[src/rtl/uart_boot_pkg.sv]
// rtl/uart_boot_pkg.sv - shared state encoding and framing constants for uart_boot_loader
// Optional feature macro: UART_BOOT_LOADER_CHECKSUM_EN adds the CHK state.
package uart_boot_pkg;

  localparam logic [7:0] SYNC_BYTE_DEFAULT = 8'hA5;
  localparam int         LEN_BYTES         = 2;
  localparam int         WORD_BYTES        = 4;

  typedef enum logic [2:0] {
    ST_IDLE,
    ST_LEN0,
    ST_LEN1,
    ST_DATA,
`ifdef UART_BOOT_LOADER_CHECKSUM_EN
    ST_CHK,
`endif
    ST_DONE,
    ST_ERROR
  } boot_state_e;

endpackage

[src/rtl/boot_word_packer.sv]
// rtl/boot_word_packer.sv - gathers four bytes little-endian into one 32-bit word
// word_valid pulses for one cycle after the strobe of each word's 4th byte.
module boot_word_packer
  import uart_boot_pkg::*;
(
  input  logic        clk,
  input  logic        reset,
  input  logic        byte_valid_i,
  input  logic [7:0]  byte_data_i,
  output logic        word_valid,
  output logic [31:0] word
);

  logic [1:0]  count_q;
  logic [31:0] shreg_q;
  logic        valid_q;

  // Shifting in from the top leaves the first byte in [7:0] after four bytes.
  always_ff @(posedge clk or posedge reset) begin
    if (reset) begin
      count_q <= 2'd0;
      shreg_q <= 32'd0;
      valid_q <= 1'b0;
    end else if (byte_valid_i) begin
      count_q <= count_q + 2'd1;
      shreg_q <= {byte_data_i, shreg_q[31:8]};
      valid_q <= (count_q == 2'(WORD_BYTES - 1));
    end else begin
      valid_q <= 1'b0;
    end
  end

  assign word_valid = valid_q;
  assign word       = shreg_q;

endmodule

[src/rtl/uart_boot_loader.sv]
// rtl/uart_boot_loader.sv - UART frame parser that loads instruction memory then releases the core
// Define UART_BOOT_LOADER_CHECKSUM_EN to require a trailing XOR checksum byte.
module uart_boot_loader
  import uart_boot_pkg::*;
#(
  parameter int         ADDR_W    = 10,
  parameter logic [7:0] SYNC_BYTE = SYNC_BYTE_DEFAULT
) (
  input  logic              clk,
  input  logic              reset,
  input  logic              rx_valid,
  input  logic [7:0]        rx_data,
  output logic              imem_we,
  output logic [ADDR_W-1:0] imem_addr,
  output logic [31:0]       imem_wdata,
  output logic              cpu_reset,
  output logic              boot_done,
  output logic              boot_error
);

  localparam logic [16:0] MAX_WORDS = 17'(1) << ADDR_W;
`ifdef UART_BOOT_LOADER_CHECKSUM_EN
  localparam boot_state_e END_STATE = ST_CHK;
`else
  localparam boot_state_e END_STATE = ST_DONE;
`endif

  boot_state_e       state_q, state_d;
  logic [15:0]       len_q, len_d;
  logic [ADDR_W-1:0] addr_q, addr_d;
  logic              byte_valid;
  logic              word_valid;
  logic [31:0]       word;
  logic [15:0]       n_full;
  logic [16:0]       last_idx;
  logic              last_word;
`ifdef UART_BOOT_LOADER_CHECKSUM_EN
  logic [7:0]        csum_q, csum_d;
`endif

  boot_word_packer u_packer (
    .clk          (clk),
    .reset        (reset),
    .byte_valid_i (byte_valid),
    .byte_data_i  (rx_data),
    .word_valid   (word_valid),
    .word         (word)
  );

  assign n_full    = {rx_data, len_q[7:0]};
  assign last_idx  = {1'b0, len_q} - 17'd1;
  assign last_word = (last_idx == 17'(addr_q));

  always_ff @(posedge clk or posedge reset) begin
    if (reset) begin
      state_q <= ST_IDLE;
      len_q   <= 16'd0;
      addr_q  <= '0;
`ifdef UART_BOOT_LOADER_CHECKSUM_EN
      csum_q  <= 8'd0;
`endif
    end else begin
      state_q <= state_d;
      len_q   <= len_d;
      addr_q  <= addr_d;
`ifdef UART_BOOT_LOADER_CHECKSUM_EN
      csum_q  <= csum_d;
`endif
    end
  end

  always_comb begin
    state_d    = state_q;
    len_d      = len_q;
    addr_d     = addr_q;
    byte_valid = 1'b0;
`ifdef UART_BOOT_LOADER_CHECKSUM_EN
    csum_d     = csum_q;
`endif
    case (state_q)
      ST_IDLE: if (rx_valid && rx_data == SYNC_BYTE) state_d = ST_LEN0;
      ST_LEN0: if (rx_valid) begin
        len_d[7:0] = rx_data;
        state_d    = ST_LEN1;
      end
      ST_LEN1: if (rx_valid) begin
        len_d[15:8] = rx_data;
        if (n_full == 16'd0)                state_d = END_STATE;
        else if ({1'b0, n_full} > MAX_WORDS) state_d = ST_ERROR;
        else                                 state_d = ST_DATA;
      end
      ST_DATA: begin
        byte_valid = rx_valid;
`ifdef UART_BOOT_LOADER_CHECKSUM_EN
        if (rx_valid) csum_d = csum_q ^ rx_data;
`endif
        // The address only advances once its write pulse has been presented.
        if (word_valid) begin
          if (last_word) state_d = END_STATE;
          else           addr_d  = addr_q + 1'b1;
        end
      end
`ifdef UART_BOOT_LOADER_CHECKSUM_EN
      ST_CHK: if (rx_valid) state_d = (rx_data == csum_q) ? ST_DONE : ST_ERROR;
`endif
      ST_DONE:  state_d = ST_DONE;
      ST_ERROR: state_d = ST_ERROR;
      default:  state_d = ST_IDLE;
    endcase
  end

  assign imem_we    = word_valid;
  assign imem_addr  = addr_q;
  assign imem_wdata = word;
  assign cpu_reset  = (state_q != ST_DONE);
  assign boot_done  = (state_q == ST_DONE);
  assign boot_error = (state_q == ST_ERROR);

endmodule
[config.mk]
export PLATFORM = sky130hd
export DESIGN_NAME = uart_boot_loader
export DESIGN_NICKNAME = d
export VERILOG_FILES = /design/src/rtl/uart_boot_pkg.sv /design/src/rtl/boot_word_packer.sv /design/src/rtl/uart_boot_loader.sv
export SDC_FILE = /design/constraint.sdc
export NUM_CORES = 1
export LEC_CHECK = 0
export BUFFER_PORTS_ARGS = -buffer_cell sky130_fd_sc_hd__buf_4
export CORE_MARGIN = 4
export CORE_UTILIZATION = 44
export DETAILED_ROUTE_END_ITERATION = 16
export MAX_ROUTING_LAYER = met4
export PLACE_DENSITY = 0.67
export RECOVER_POWER = 50
export SETUP_SLACK_MARGIN = 0.4
export SKIP_CTS_REPAIR_TIMING = 1
export SKIP_LAST_GASP = 1
export SLEW_MARGIN = 10
export SYNTH_ARGS = -nofsm -noshare
export SYNTH_HDL_FRONTEND = slang
export SYNTH_SLANG_ARGS = --single-unit
[constraint.sdc]
create_clock -name clk -period 5.63 [get_ports clk]
set_input_delay 0.2815 -clock clk [delete_from_list [all_inputs] [get_ports clk]]
set_output_delay 0.2815 -clock clk [all_outputs]
set_load 0.01 [all_outputs]
; After elaboration in Yosys (flattened, before gate mapping)
; Cells that the tools add are included.
[totals]
ff_bits = 64
latch_bits = 0
mem_bits_rw = 0
mem_bits_ro = 0
inputBits = 11
out_inout_bits = 46
wordCells = 43
memories = 0
[classes]
n_addsub = 3
multipliers = 0
div = 0
n_lt_le_gt_ge = 1
n_eq_ne = 14
shifts = 0
n_mux = 10
bitwise = 1
n_reduce_logical = 7
[op_table]
columns = operator, n
row1 = $mux W3, 7
row2 = $pmux W3 S6, 1
row3 = $eq A17 B10 Y1, 1
row4 = $sub A16 B1 Y17 const B, 1
row5 = $gt A16 B11 Y1 const B, 1
row6 = $logic_not A16 Y1, 1
row7 = $add A10 B1 Y10 const B, 1
row8 = $eq A8 B8 Y1 const B, 1
row9 = $ne A2 B2 Y1 const B, 4
row10 = $eq A3 B2 Y1 const B, 2
row11 = $eq A3 B3 Y1 const B, 2
row12 = $reduce_and A5 Y1, 1
row13 = $reduce_and A2 Y1, 2
row14 = $eq A3 B1 Y1 const B, 1
row15 = $logic_not A3 Y1, 1
row16 = $ne A3 B3 Y1 const B, 1
row17 = $reduce_and A3 Y1, 1
row18 = $add A2 B1 Y2 const B, 1
row19 = $eq A2 B2 Y1 const B, 1
row20 = $mux W1, 2
row21 = $ne A2 B1 Y1 const B, 1
row22 = $logic_and A1 B1 Y1, 1
row23 = $not A1 Y1, 1

; Logic depth before layout (Yosys ltp)
[depth]
depth_word = 5
mapped_depth = 11
depth_no_buf = 9

; Modules after synthesis
; From an unflattened synthesis, not the netlist that was laid out.
[unflattened]
cells_unflattened = 268
area_unflattened_um2 = 3301.9
[by_module_without_submodules]
columns = module, n_inst, cells_each, area_per_inst_um2, seq_area_each_um2
row1 = uart_boot_loader, 1, 192, 1846.8, 725.7
row2 = boot_word_packer, 1, 76, 1455.1, 875.8

; Worst setup path before layout
; OpenSTA, ideal clock, no wires.
[synth_timing]
path_type = register to register
startpoint = register len_q[4]
endpoint = register addr_q[4], in the netlist imem_addr[4]
setup_ns = 0.132
arrival_time_ns = 2.359
t_required_ns = 5.498
slack_ns = 3.139
stages_incl_launch_ff = 10
n_path_buf = 3
period_less_slack_ns = 2.491
path_cell_list = dfrtp_1 buf_6 or4_4 buf_6 or4_4 a211oi_2 and4b_4 buf_6 nor3_1 xor2_1
[synth_via]
elab_chain_cells = 4
[synth_lines]
columns = element, line_no
row1 = from (decl), uart_boot_loader.sv:29  ; logic [15:0] len_q, len_d;
row2 = from (signal assigned), uart_boot_loader.sv:64  ; len_q <= len_d;
row3 = $sub A16 B1 Y17, uart_boot_loader.sv:51  ; assign last_idx = {1'b0, len_q} - 17'd1;
row4 = $eq A17 B10 Y1, uart_boot_loader.sv:52  ; assign last_word = (last_idx == 17'(addr_q));
row5 = $not A1 Y1 (no line), -
row6 = $reduce_and A3 Y1 (no line), -
row7 = to (signal assigned), uart_boot_loader.sv:65  ; addr_q <= addr_d;
row8 = to (decl), uart_boot_loader.sv:30  ; logic [ADDR_W-1:0] addr_q, addr_d;
; Every way passes these cells.
; A chain may end at the register's enable or synchronous reset.

==> metrics <==
Clock Tree Buf Depth=2; max-cap viol count=1; CP arrival=2800 ps; YS warnings=0; die footprint=0.00885 mm^2; Final ANT Viol Nets=0; Mean Syn Cell Area=11.8 um^2; Max transition margin=-122%; IO Port Bufs=56; Setup Viol. Count Final=0; # nets final=345; Final Routed Wirelength=6.78 mm; H-tree Lvls=3; Synth Cell Area=0.00326 mm^2; # IOs=57; outcome=complete, but fails checks; die extent in y=94.1 um; Cells after Synth=roughly 280; DRC Markers=0; Clock Latency Late Sink=around 330 ps; Post-Place Cell Area=0.00374 mm^2; Root Driver=clkbuf_8; most frequent cells in the layout=dfrtp_1 (64), mux2_2 (45), buf_4 (33), clkbuf_1 (24), nand2_1 (14); num rows=31; WL per Instance=15.6 um; gr ovfl total=0; fmax=321 MHz; CTS Sinks=64; Synth cell types=59; post-synthesis register bit count=64; vias in the first global route=2350; final core occ=53.4%; Post-Syn Nets=291; Design Area, Final=0.00385 mm^2; post-synthesis sequential area ratio=49.2%; total power=1.26 mW; DR vias=2283; pin count of the biggest net entering global routing=65; drt initial violations=163; most common cell after layout, fill and taps aside=dfrtp_1; ys flop type=dfrtp_1; Worst setup SP type=primary input; power per cell area=326 mW/mm^2; drt pass-1 iters=4; layout cells sized above 1=33.7%; WP data required=5320 ps; Global Route Usage Sum=around 18%; # diodes=0; final hold vios=0; P&R area growth vs syn=18.2%; Vias/cell=5.26; Peak supply drop=138 uV; final-report max-slew violation count=65; Starting Density=45.2%; ratio of final minimum period to clock period=55.3%; crit path buf inv count=3; EDFF count, synth=0; Clock Skews=7.24 ps; minimum clock period after layout=3120 ps; fin cells=434; slowest stage delay, CP=2340 ps; Top Family by Delay on Critical Path=buffers and inverters; worst slew pin tran=3340 ps; placed instance count=418; Num CTS Buffers=9; Hold Crit Class=in -> reg; clock transition at the registers of the reported paths=70 ps; CTS tree=built; crit path max fanout=64; Crit Path Category=in -> async; Final GP Congestion=0.877; final setup TNS=0 ps; crit-path cells=clkbuf_4, inv_1, clkbuf_1; crit end category=async pin; hold slack=199 ps; Max stage delay cell, worst path=clkbuf_1; Core Region=0.00721 mm^2; worst slack at placement=2920 ps; first-pass GRT wire length=11.7 mm; HPWL after DPL=around 5.0 mm; initial antenna violation count=0; fraction of registers with async set/reset=100%; final setup margin=2510 ps; Leak=1.75 nW; RSZ-0062 raised after global routing=false; Die Span X=94.1 um; failing checks=capacitance limit, slew limit
final cells by class:
| cell class | count | area [um^2] |
|---|---|---|
| tap | 99 | 124 |
| fill | 681 | 3360 |
| timing repair buffer | 58 | 345 |
| sequential | 64 | 1600 |
| multi-input combinational | 188 | 1540 |
| clock inverter | 6 | 68.8 |
| clock buffer | 10 | 138 |
| inverter | 9 | 33.8 |
cells by family after synthesis:
kind of cell | Yosys count | synth area share [%]
and+or+nand+nor | 84 | 16.4
DFF | 64 | 49.2
muxes | 46 | 16.0
AOI/OAI and AO/OA | 35 | 7.87
buffers and inverters | 24 | 3.53
xor gates and xnor gates | 19 | 5.53
adders and majority gates | 4 | 1.54
worst reg2reg max path: stages (launching register included):
cell	delay (ps)
dfrtp_1	420
inv_1	130
ha_1	310
nor2b_1	280
nor3b_2	250
xnor3_1	260
a221oi_2	180
and4b_4	390
nor2_2	90
mux2_4	300
power breakdown:
group | internal, mW | switching (mW) | leakage [nW]
combinational | 0.138 | 0.124 | 0.866
clock | 0.218 | 0.182 | 0.102
sequential | 0.525 | 0.0693 | 0.779
total | 0.880 | 0.375 | 1.75
Yosys cell counts, drive strengths merged (4+ instances only):
library cell	instances	area, um^2
buf	5	43.8
clkbuf	10	37.5
dfrtp	64	1600
ha	4	50.1
inv	9	33.8
mux2	46	522
nand2	14	52.6
nand2b	5	31.3
nand3	8	45.0
nor2	14	55.1
nor2b	6	37.5
nor3	11	60.1
o21ai	11	55.1
xnor2	7	61.3
xor2	11	96.3
metal layers:
layer	global-route usage, %	routed length, um	up-vias
met5	-	0	-
met4	6.14	93	0
met3	3.29	238	8
met2	27.5	3350	42
met1	22.9	3090	1131
li1	-	-	1102
worst paths after layout:
path / startpoint / endpoint / slack (ps) / depth (start not counted)
setup / recovery: reset / len_q[5]$_DFFE_PP0P_ / 2510 / 3
hold / removal: rx_data[3] / len_q[3]$_DFFE_PP0P_ / 200 / 3
setup reg to reg: len_q[0]$_DFFE_PP0P_ / imem_addr[1]$_DFFE_PP0P_ / 2900 / 9
hold reg to reg: u_packer.count_q[0]$_DFFE_PP0P_ / u_packer.count_q[0]$_DFFE_PP0P_ / 480 / 1
max in group clk: len_q[0]$_DFFE_PP0P_ / imem_addr[1]$_DFFE_PP0P_ / 2900 / 9
min in group asynchronous: reset / u_packer.word[7]$_DFFE_PP0P_ / 1240 / 3
sequential cells by signal (all words and copies together) (netlist names):
signal / count
u_packer.word_valid: 1
u_packer.word: 32
len_q: 16
imem_addr: 10
state_q: 3
u_packer.count_q: 2
Power figures use the tool's default switching activity.
